`src/rtl/mac_bus_pkg.sv`:
```
// Shared definitions for the time-division RAM bus: owner codes, phase count
// and the phase-advance helper used by the slot scheduler.
package mac_bus_pkg;

    localparam int DEF_ADDR_W = 22;
    localparam int BUS_PHASES = 4;

    typedef enum logic [1:0] {
        OWN_IDLE = 2'd0,
        OWN_VID  = 2'd1,
        OWN_SND  = 2'd2,
        OWN_CPU  = 2'd3
    } owner_e;

    function automatic logic [1:0] next_phase(input logic [1:0] p);
        return 2'((int'(p) + 1) % BUS_PHASES);
    endfunction

endpackage

```
`src/rtl/slot_arbiter.sv`:
```
// Combinational owner pick for the slot being entered: fixed priority in
// slot 0, CPU-only in the reserved CPU slot, idle elsewhere.
module slot_arbiter
    import mac_bus_pkg::*;
#(
    parameter int CPU_SLOT = 2
)(
    input  logic [1:0] i_phase,
    input  logic       i_vid_load,
    input  logic       i_snd_req,
    input  logic       i_cpu_ok,
    output logic [1:0] o_owner
);

    always_comb begin
        o_owner = OWN_IDLE;
        if (i_phase == 2'd0) begin
            if (i_vid_load) begin
                o_owner = OWN_VID;
            end else if (i_snd_req) begin
                o_owner = OWN_SND;
            end else if (i_cpu_ok) begin
                o_owner = OWN_CPU;
            end
        end else if (i_phase == 2'(CPU_SLOT)) begin
            if (i_cpu_ok) begin
                o_owner = OWN_CPU;
            end
        end
    end

endmodule

```
`src/rtl/mem_slot_scheduler.sv`:
```
// Time-division scheduler for the shared RAM bus: generates busCycle and
// assigns each slot to video, DMA or CPU with registered RAM strobes.
module mem_slot_scheduler
    import mac_bus_pkg::*;
#(
    parameter int ADDR_W   = DEF_ADDR_W,
    parameter int CPU_SLOT = 2
)(
    input  logic              clk,
    input  logic              _reset,
    input  logic              clk_en,
    output logic [1:0]        busCycle,
    input  logic              vid_load,
    input  logic [ADDR_W-1:0] vid_addr,
    input  logic              snd_req,
    input  logic [ADDR_W-1:0] snd_addr,
    output logic              snd_ack,
    input  logic              cpu_req,
    input  logic              cpu_we,
    input  logic [ADDR_W-1:0] cpu_addr,
    output logic              cpu_ack,
    output logic [ADDR_W-1:0] mem_addr,
    output logic              mem_oe,
    output logic              mem_we,
    output logic [1:0]        mem_owner
);

    logic [1:0]        r_bus_cycle;
    logic [1:0]        r_owner;
    logic [ADDR_W-1:0] r_addr;
    logic              r_oe;
    logic              r_we;
    logic              r_snd_ack;
    logic              r_cpu_ack;
    logic              r_cpu_out;

    logic [1:0]        w_next_phase;
    logic [1:0]        w_grant;
    logic              w_cpu_ok;

    assign w_next_phase = next_phase(r_bus_cycle);
    assign w_cpu_ok     = cpu_req & ~r_cpu_out;

    slot_arbiter #(
        .CPU_SLOT (CPU_SLOT)
    ) u_arb (
        .i_phase    (w_next_phase),
        .i_vid_load (vid_load),
        .i_snd_req  (snd_req),
        .i_cpu_ok   (w_cpu_ok),
        .o_owner    (w_grant)
    );

    always_ff @(posedge clk or negedge _reset) begin
        if (!_reset) begin
            r_bus_cycle <= 2'd0;
            r_owner     <= OWN_IDLE;
            r_addr      <= '0;
            r_oe        <= 1'b0;
            r_we        <= 1'b0;
            r_snd_ack   <= 1'b0;
            r_cpu_ack   <= 1'b0;
            r_cpu_out   <= 1'b0;
        end else begin
            // Acks are one-clk pulses on the edge that leaves the owning slot.
            r_snd_ack <= clk_en && (r_owner == OWN_SND);
            r_cpu_ack <= clk_en && (r_owner == OWN_CPU);
            if (clk_en) begin
                r_bus_cycle <= w_next_phase;
                r_owner     <= w_grant;
                case (w_grant)
                    OWN_VID: begin
                        r_addr <= vid_addr;
                        r_oe   <= 1'b1;
                        r_we   <= 1'b0;
                    end
                    OWN_SND: begin
                        r_addr <= snd_addr;
                        r_oe   <= 1'b1;
                        r_we   <= 1'b0;
                    end
                    OWN_CPU: begin
                        r_addr <= cpu_addr;
                        r_oe   <= ~cpu_we;
                        r_we   <= cpu_we;
                    end
                    default: begin
                        r_oe <= 1'b0;
                        r_we <= 1'b0;
                    end
                endcase
                // A held request must drop once before the CPU is served again.
                if (w_grant == OWN_CPU) begin
                    r_cpu_out <= 1'b1;
                end else if (!cpu_req) begin
                    r_cpu_out <= 1'b0;
                end
            end
        end
    end

    assign busCycle  = r_bus_cycle;
    assign mem_owner = r_owner;
    assign mem_addr  = r_addr;
    assign mem_oe    = r_oe;
    assign mem_we    = r_we;
    assign snd_ack   = r_snd_ack;
    assign cpu_ack   = r_cpu_ack;

endmodule
```
`config.mk`:
```
export PLATFORM = sky130hd
export DESIGN_NAME = mem_slot_scheduler
export DESIGN_NICKNAME = d
export VERILOG_FILES = /design/src/rtl/mac_bus_pkg.sv /design/src/rtl/slot_arbiter.sv /design/src/rtl/mem_slot_scheduler.sv
export SDC_FILE = /design/constraint.sdc
export NUM_CORES = 1
export LEC_CHECK = 0
export BUFFER_PORTS_ARGS = -buffer_cell sky130_fd_sc_hd__clkbuf_2
export CAP_MARGIN = 30
export CORE_MARGIN = 2
export CORE_UTILIZATION = 47
export CTS_BUF_LIST = sky130_fd_sc_hd__clkbuf_4 sky130_fd_sc_hd__clkbuf_8 sky130_fd_sc_hd__clkbuf_16
export CTS_CLUSTER_SIZE = 8
export DETAILED_ROUTE_END_ITERATION = 10
export PLACE_DENSITY = 0.87
export RECOVER_POWER = 100
export SLEW_MARGIN = 20
export SYNTH_ARGS = -nofsm -noshare
export SYNTH_HDL_FRONTEND = slang
export SYNTH_SLANG_ARGS = --single-unit
export TNS_END_PERCENT = 20
```
`constraint.sdc`:
```
create_clock -name clk -period 5.35 [get_ports clk]
set_clock_uncertainty 0.15 [all_clocks]
set_input_delay 0.2675 -clock clk [delete_from_list [all_inputs] [get_ports clk]]
set_output_delay 0.2675 -clock clk [all_outputs]
set_load 0.05 [all_outputs]
```
# After elaboration in Yosys (flattened, before gate mapping)
# Cells that the tools add are included.
[word_totals]
register_bits = 31
latchBits = 0
ram_bits = 0
romBits = 0
output_inout_bits = 30
mem_count = 0
[classes]
n_addsub = 1
multipliers = 0
div_mod_pow = 0
n_lt_le_gt_ge = 0
eq_ne = 7
n_shift = 0
mux = 10
bitwise_logic = 3
reduce_logical = 7
[op_table]
columns = ["cell", "count"]
rows = [
  ["$pmux 22 s3", 1],
  ["$eq 2x2->1 const B", 5],
  ["$mux 2", 5],
  ["$reduce_and 2->1", 2],
  ["$mux 1", 3],
  ["$reduce_bool 3->1", 1],
  ["$add 2x1->2 const B", 1],
  ["$eq 2x1->1 const B", 1],
  ["$logic_and 1x1->1", 2],
  ["$logic_not 2->1", 1],
  ["$ne 2x1->1 const B", 1],
  ["$not 1->1", 2],
  ["$pmux 1 s2", 1],
  ["$reduce_or 2->1", 1],
  ["$and 1x1->1", 1],
]

# Logic depth before layout (Yosys ltp)
[logic_depth]
depth_word = 9
mapped_depth = 10

# Cells and area by module
# A second synthesis with hierarchy kept.
[unflattened]
cells_unflattened = 191
hier_area_um2 = 1780.5
[by_module_without_submodules]
columns = ["mod", "instances", "cells_per_inst", "area_each_um2", "seq_area_each_um2"]
rows = [
  ["mem_slot_scheduler", 1, 185, 1737.9, 775.7],
  ["slot_arbiter", 1, 6, 42.5, 0.0],
]

# Least setup slack after synthesis
# No wires, ideal clock.
[synth_path]
path_type = "reg-to-reg"
from = "reg r_bus_cycle[0] (netlist: busCycle[0])"
to = "reg r_addr[0] (netlist: mem_addr[0])"
arrival_ns = 2.130
required_time_ns = 5.080
slack_ns = 2.951
path_stages_with_launch = 10
n_path_buf = 1
period_less_slack_ns = 2.399
cell_sequence = "dfrtp_1 -> ha_1 -> nand4bb_4 -> and3_4 -> inv_2 -> ha_1 -> buf_4 -> a22o_1 -> a21oi_2 -> o21ai_2"
[synth_via]
elab_chain_len = 7
elab_cells_between_ends = 11
cone_classes = "add/sub (1); eq/ne (4); mux (3); reduce/logical (3)"
[synth_lines]
columns = ["item", "line", "rtl"]
rows = [
  ["start, declared", "mem_slot_scheduler.sv:28", "logic [1:0] r_bus_cycle;"],
  ["start signal, assigned", "mem_slot_scheduler.sv:69", "r_bus_cycle <= w_next_phase;"],
  ["$add 2x1->2 *", "mac_bus_pkg.sv:16", "return 2'((int'(p) + 1) % BUS_PHASES);"],
  ["$eq 2x2->1", "slot_arbiter.sv:25", "end else if (i_phase == 2'(CPU_SLOT)) begin"],
  ["$mux 2", "slot_arbiter.sv:25", ""],
  ["$mux 2 *", "slot_arbiter.sv:17", "if (i_phase == 2'd0) begin"],
  ["net u_arb.o_owner[0]", "slot_arbiter.sv:12", "output logic [1:0] o_owner"],
  ["$eq 2x2->1 or $eq 2x1->1 (tied branches)", "mem_slot_scheduler.sv:71", "case (w_grant)"],
  ["$reduce_bool 3->1 (no source line)", "-", ""],
  ["$reduce_and 2->1 (no source line)", "-", ""],
  ["end signal, assigned", "mem_slot_scheduler.sv:73", "r_addr <= vid_addr;"],
  ["end signal, assigned", "mem_slot_scheduler.sv:78", "r_addr <= snd_addr;"],
  ["end signal, assigned", "mem_slot_scheduler.sv:83", "r_addr <= cpu_addr;"],
  ["end, declared", "mem_slot_scheduler.sv:30", "logic [ADDR_W-1:0] r_addr;"],
]
# Mark *: on every way through the listed nets, which the timed path passes. The rest lies on a longest branch.
# A chain may end at the register's enable or synchronous reset.

# Worst setup path in the final report
[layout_path]
from = "reg r_bus_cycle[0] (netlist: busCycle[0])"
to = "reg r_addr[7] (netlist: mem_addr[7])"
# Same word-level chain as after synthesis.

==> results.sh <==
export IMPL_drive_gt1_frac=0.387
export IMPL_async_flop_share=1.00
export IMPL_detail_route_wl_per_cell_um=13.5
export IMPL_violations="max-capacitance violations, max-slew violations"
export IMPL_hold_depth=3
export IMPL_gp_congestion=0.737
export IMPL_grt_max_degree=32
export IMPL_cts_root_buffer="clkbuf_8"
export IMPL_seqPwrFrac=0.267
export IMPL_die_h_um=65.9
export IMPL_synth_top_cell_area_share=0.431
export IMPL_clk_latency_ns=0.28
export IMPL_grt_ovfl_total=0
export IMPL_yosys_top_cells_area="dfrtp_1, a22o_1, a21oi_2"
export IMPL_yosysTopAreaCell="dfrtp_1"
export IMPL_nets=347
export IMPL_max_stage_delay_ns=0.77
export IMPL_min_period_ns=3.65
export IMPL_tightest_slew_ns=1.67
export IMPL_synthDistinctLibCells=29
export IMPL_route_detailed_drc=0
export IMPL_yosys_warnings=0
export IMPL_rsz0062_at_grt="no"
export IMPL_critPathCaptureType="flop"
export IMPL_worstPathArrival_ns=3.71
export IMPL_drt_first_iter_violations=30
export IMPL_syn_nets=247
export IMPL_ant_nets=0
export IMPL_grt_pass1_vias=1538
export IMPL_dp_hpwl_um=3270
export IMPL_holdCritPathClass="in -> reg"
export IMPL_crit_type="reg -> reg"
export IMPL_grt_use_total=0.211
export IMPL_ctsResizeCount=0
export IMPL_cts_max_level=2
export IMPL_critical_path_depth=9
export IMPL_status="finished, violations left"
export IMPL_max_slew_margin=-0.113
export IMPL_fillerInstances=360
export IMPL_path_max_fanout=24
export IMPL_start_kind="flop"
export IMPL_ys_flop_type="dfrtp_1"
export IMPL_p_leak_uw=0.00114
export IMPL_syn_to_final_growth_pct=25.5
export IMPL_ys_seq_area_frac=0.431
export IMPL_multi_input_area_um2=816
export IMPL_num_vias=1599
export IMPL_power_frac_comb=0.613
export IMPL_path_cells="ha_1, nand4bb_1, and3_1, inv_1, ha_1, nor2_1, clkbuf_1, a21oi_1, o21ai_2"
export IMPL_cts_clk_slew_worst_paths_ns=0.07
export IMPL_period_share=0.682
export IMPL_io_buffer_count=102
export IMPL_finalHoldViolations=0
export IMPL_p_int_uw=667
export IMPL_cpMaxStageDelayCell="nor2_1"
export IMPL_netlist_instances=168
export IMPL_switching_share=0.546
export IMPL_register_area_um2=776
export IMPL_clockBufferDepth=2
export IMPL_synth_ff_latch_count=31
export IMPL_power_switching_uw=801
export IMPL_viasPerCell=5.04
export IMPL_power_density_mw_per_mm2=650
export IMPL_finalSetupViolCount=0
export IMPL_antenna_found_initial=0
export IMPL_crit_buf_inv=2
export IMPL_antennaDiodeCount=0
export IMPL_setup_tns_final_ns=0
export IMPL_fmax_mhz=274
export IMPL_die_x_um=65.9
export IMPL_syn_area_mm2=0.00180
export IMPL_synth_edf_count=0
export IMPL_crit_path_frequent_cell="ha_1"
export IMPL_cts_tree="yes"
export IMPL_cts_sinks=31
export IMPL_dp_cells=308
export IMPL_grt_pass1_wl_um=6850
export IMPL_core_area_mm2=0.00366
export IMPL_syn_avg_cell_area_um2=10.7
export IMPL_cp_required_ns=5.41
export IMPL_cts_buffers=5
export IMPL_slew_violations=32
export IMPL_cpLargestDelayFamily="simple AND/OR/NAND/NOR gates"
export IMPL_cts_hold_buf=1
export IMPL_power_frac_clock=0.120
export IMPL_cts_setup_buffers=0
export IMPL_initial_core_util=0.492
export IMPL_dr_pass1_iters=4
export IMPL_num_rows=22
export IMPL_worstRegToRegCells=9
export IMPL_ioPinCount=103
export IMPL_maxCapViolCount=1
export IMPL_peakVddDrop_v=0.000326
export IMPL_instances_no_fill=317
export IMPL_routed_wl_um=4280
export IMPL_die_area_mm2=0.00434
==> cells by family (layout without fill, tap and decap cells) <==
group | Yosys count | count (layout) | synth area share
compound gates | 73 | 73 | 0.338
simple gates | 39 | 39 | 0.113
flops | 31 | 31 | 0.431
buf+inv | 17 | 118 | 0.0653
fa+ha+maj | 6 | 6 | 0.0417
xor+xnor | 1 | 1 | 0.00487
mux | 1 | 1 | 0.00556
==> cells in the final DEF, fill, tap and decap left out, types with 4 or more instances in the layout <==
cell type | netlist | routed
a21oi_1 | 3 | 15
dfrtp_1 | 31 | 31
nor2_1 | 3 | 4
nand2_1 | 25 | 25
o21ai_0 | 1 | 10
clkbuf_2 | 0 | 71
a21oi_2 | 21 | 9
ha_1 | 6 | 6
o21ai_2 | 20 | 14
clkbuf_1 | 0 | 32
clkbuf_8 | 0 | 5
inv_1 | 4 | 5
a22o_1 | 22 | 22
==> sequential cells by signal, summed over array words and instances, names as in the netlist <==
signal and flops:
r_cpu_out 1, busCycle 2, mem_owner 2, cpu_ack 1, snd_ack 1, mem_we 1
mem_addr 22, mem_oe 1
==> final cells by class <==
cell class	count	share of cell area
clock buffers	5	0.0305
clock inverters	3	0.00664
inverters	5	0.00831
multi-input cells	120	0.361
flip-flops and latches	31	0.343
well taps	48	0.0266
repair buffers	105	0.224
==> final timing paths <==
path                                         start  slack (ns)                  endpoint
max                        busCycle[0]$_DFFE_PN0P_        1.70   mem_addr[7]$_DFFE_PN0P_
min                                   vid_addr[21]        0.09  mem_addr[21]$_DFFE_PN0P_
max reg2reg                busCycle[0]$_DFFE_PN0P_        1.70   mem_addr[7]$_DFFE_PN0P_
min reg2reg                mem_addr[4]$_DFFE_PN0P_        0.33   mem_addr[4]$_DFFE_PN0P_
max in group asynchronous                   _reset        3.28   mem_addr[7]$_DFFE_PN0P_
min in group asynchronous                   _reset        0.80   busCycle[1]$_DFFE_PN0P_
==> worst reg2reg max path: cells and delay by family (launching register included) <==
kind	cells	cell delay, ns
fa+ha+maj	2	0.74
compound gates	2	0.33
simple gates	3	1.22
flops	1	0.41
buf+inv	2	0.72
==> cell usage after synthesis (all sizes together) (2+ instances only) <==
library cell	number
dfrtp	31
nand2	25
a21oi	24
o21ai	24
a22o	23
buf	12
ha	6
inv	5
nor2	4
and3	2
nand2b	2
nand4bb	2
nor2b	2
==> metal layers <==
layer	GRT usage	wire [um]
met1	0.243	1750
met2	0.365	2140
met3	0.0443	254
met4	0.109	132
met5	0	0
==> power by group through the flow <==
stage	Sequential (uW)	Clock [uW]	Combinational, uW
floorplan	728	0	490
global placement	392	0	971
detailed placement	398	0	1010
CTS	393	180	1010
global route	407	194	972
finish	392	176	900
==> per-stage QoR <==
| step | total power (uW) | area [um^2] | setup slack [ns] | hold WS, ns | utilization |
|---|---|---|---|---|---|
| after floorplan | 1220 | 1800 | 2.95 | -0.178 | - |
| after global placement | 1360 | 2280 | 2.44 | 0.227 | 0.623 |
| after detailed placement | 1410 | 2300 | 2.30 | 0.231 | 0.629 |
| after CTS | 1580 | 2400 | 2.30 | 0.0802 | 0.654 |
| after global routing | 1570 | 2260 | 1.38 | 0.0929 | 0.617 |
| final | 1470 | 2260 | 1.70 | 0.0947 | 0.617 |
(Power assumes the default switching activity.)
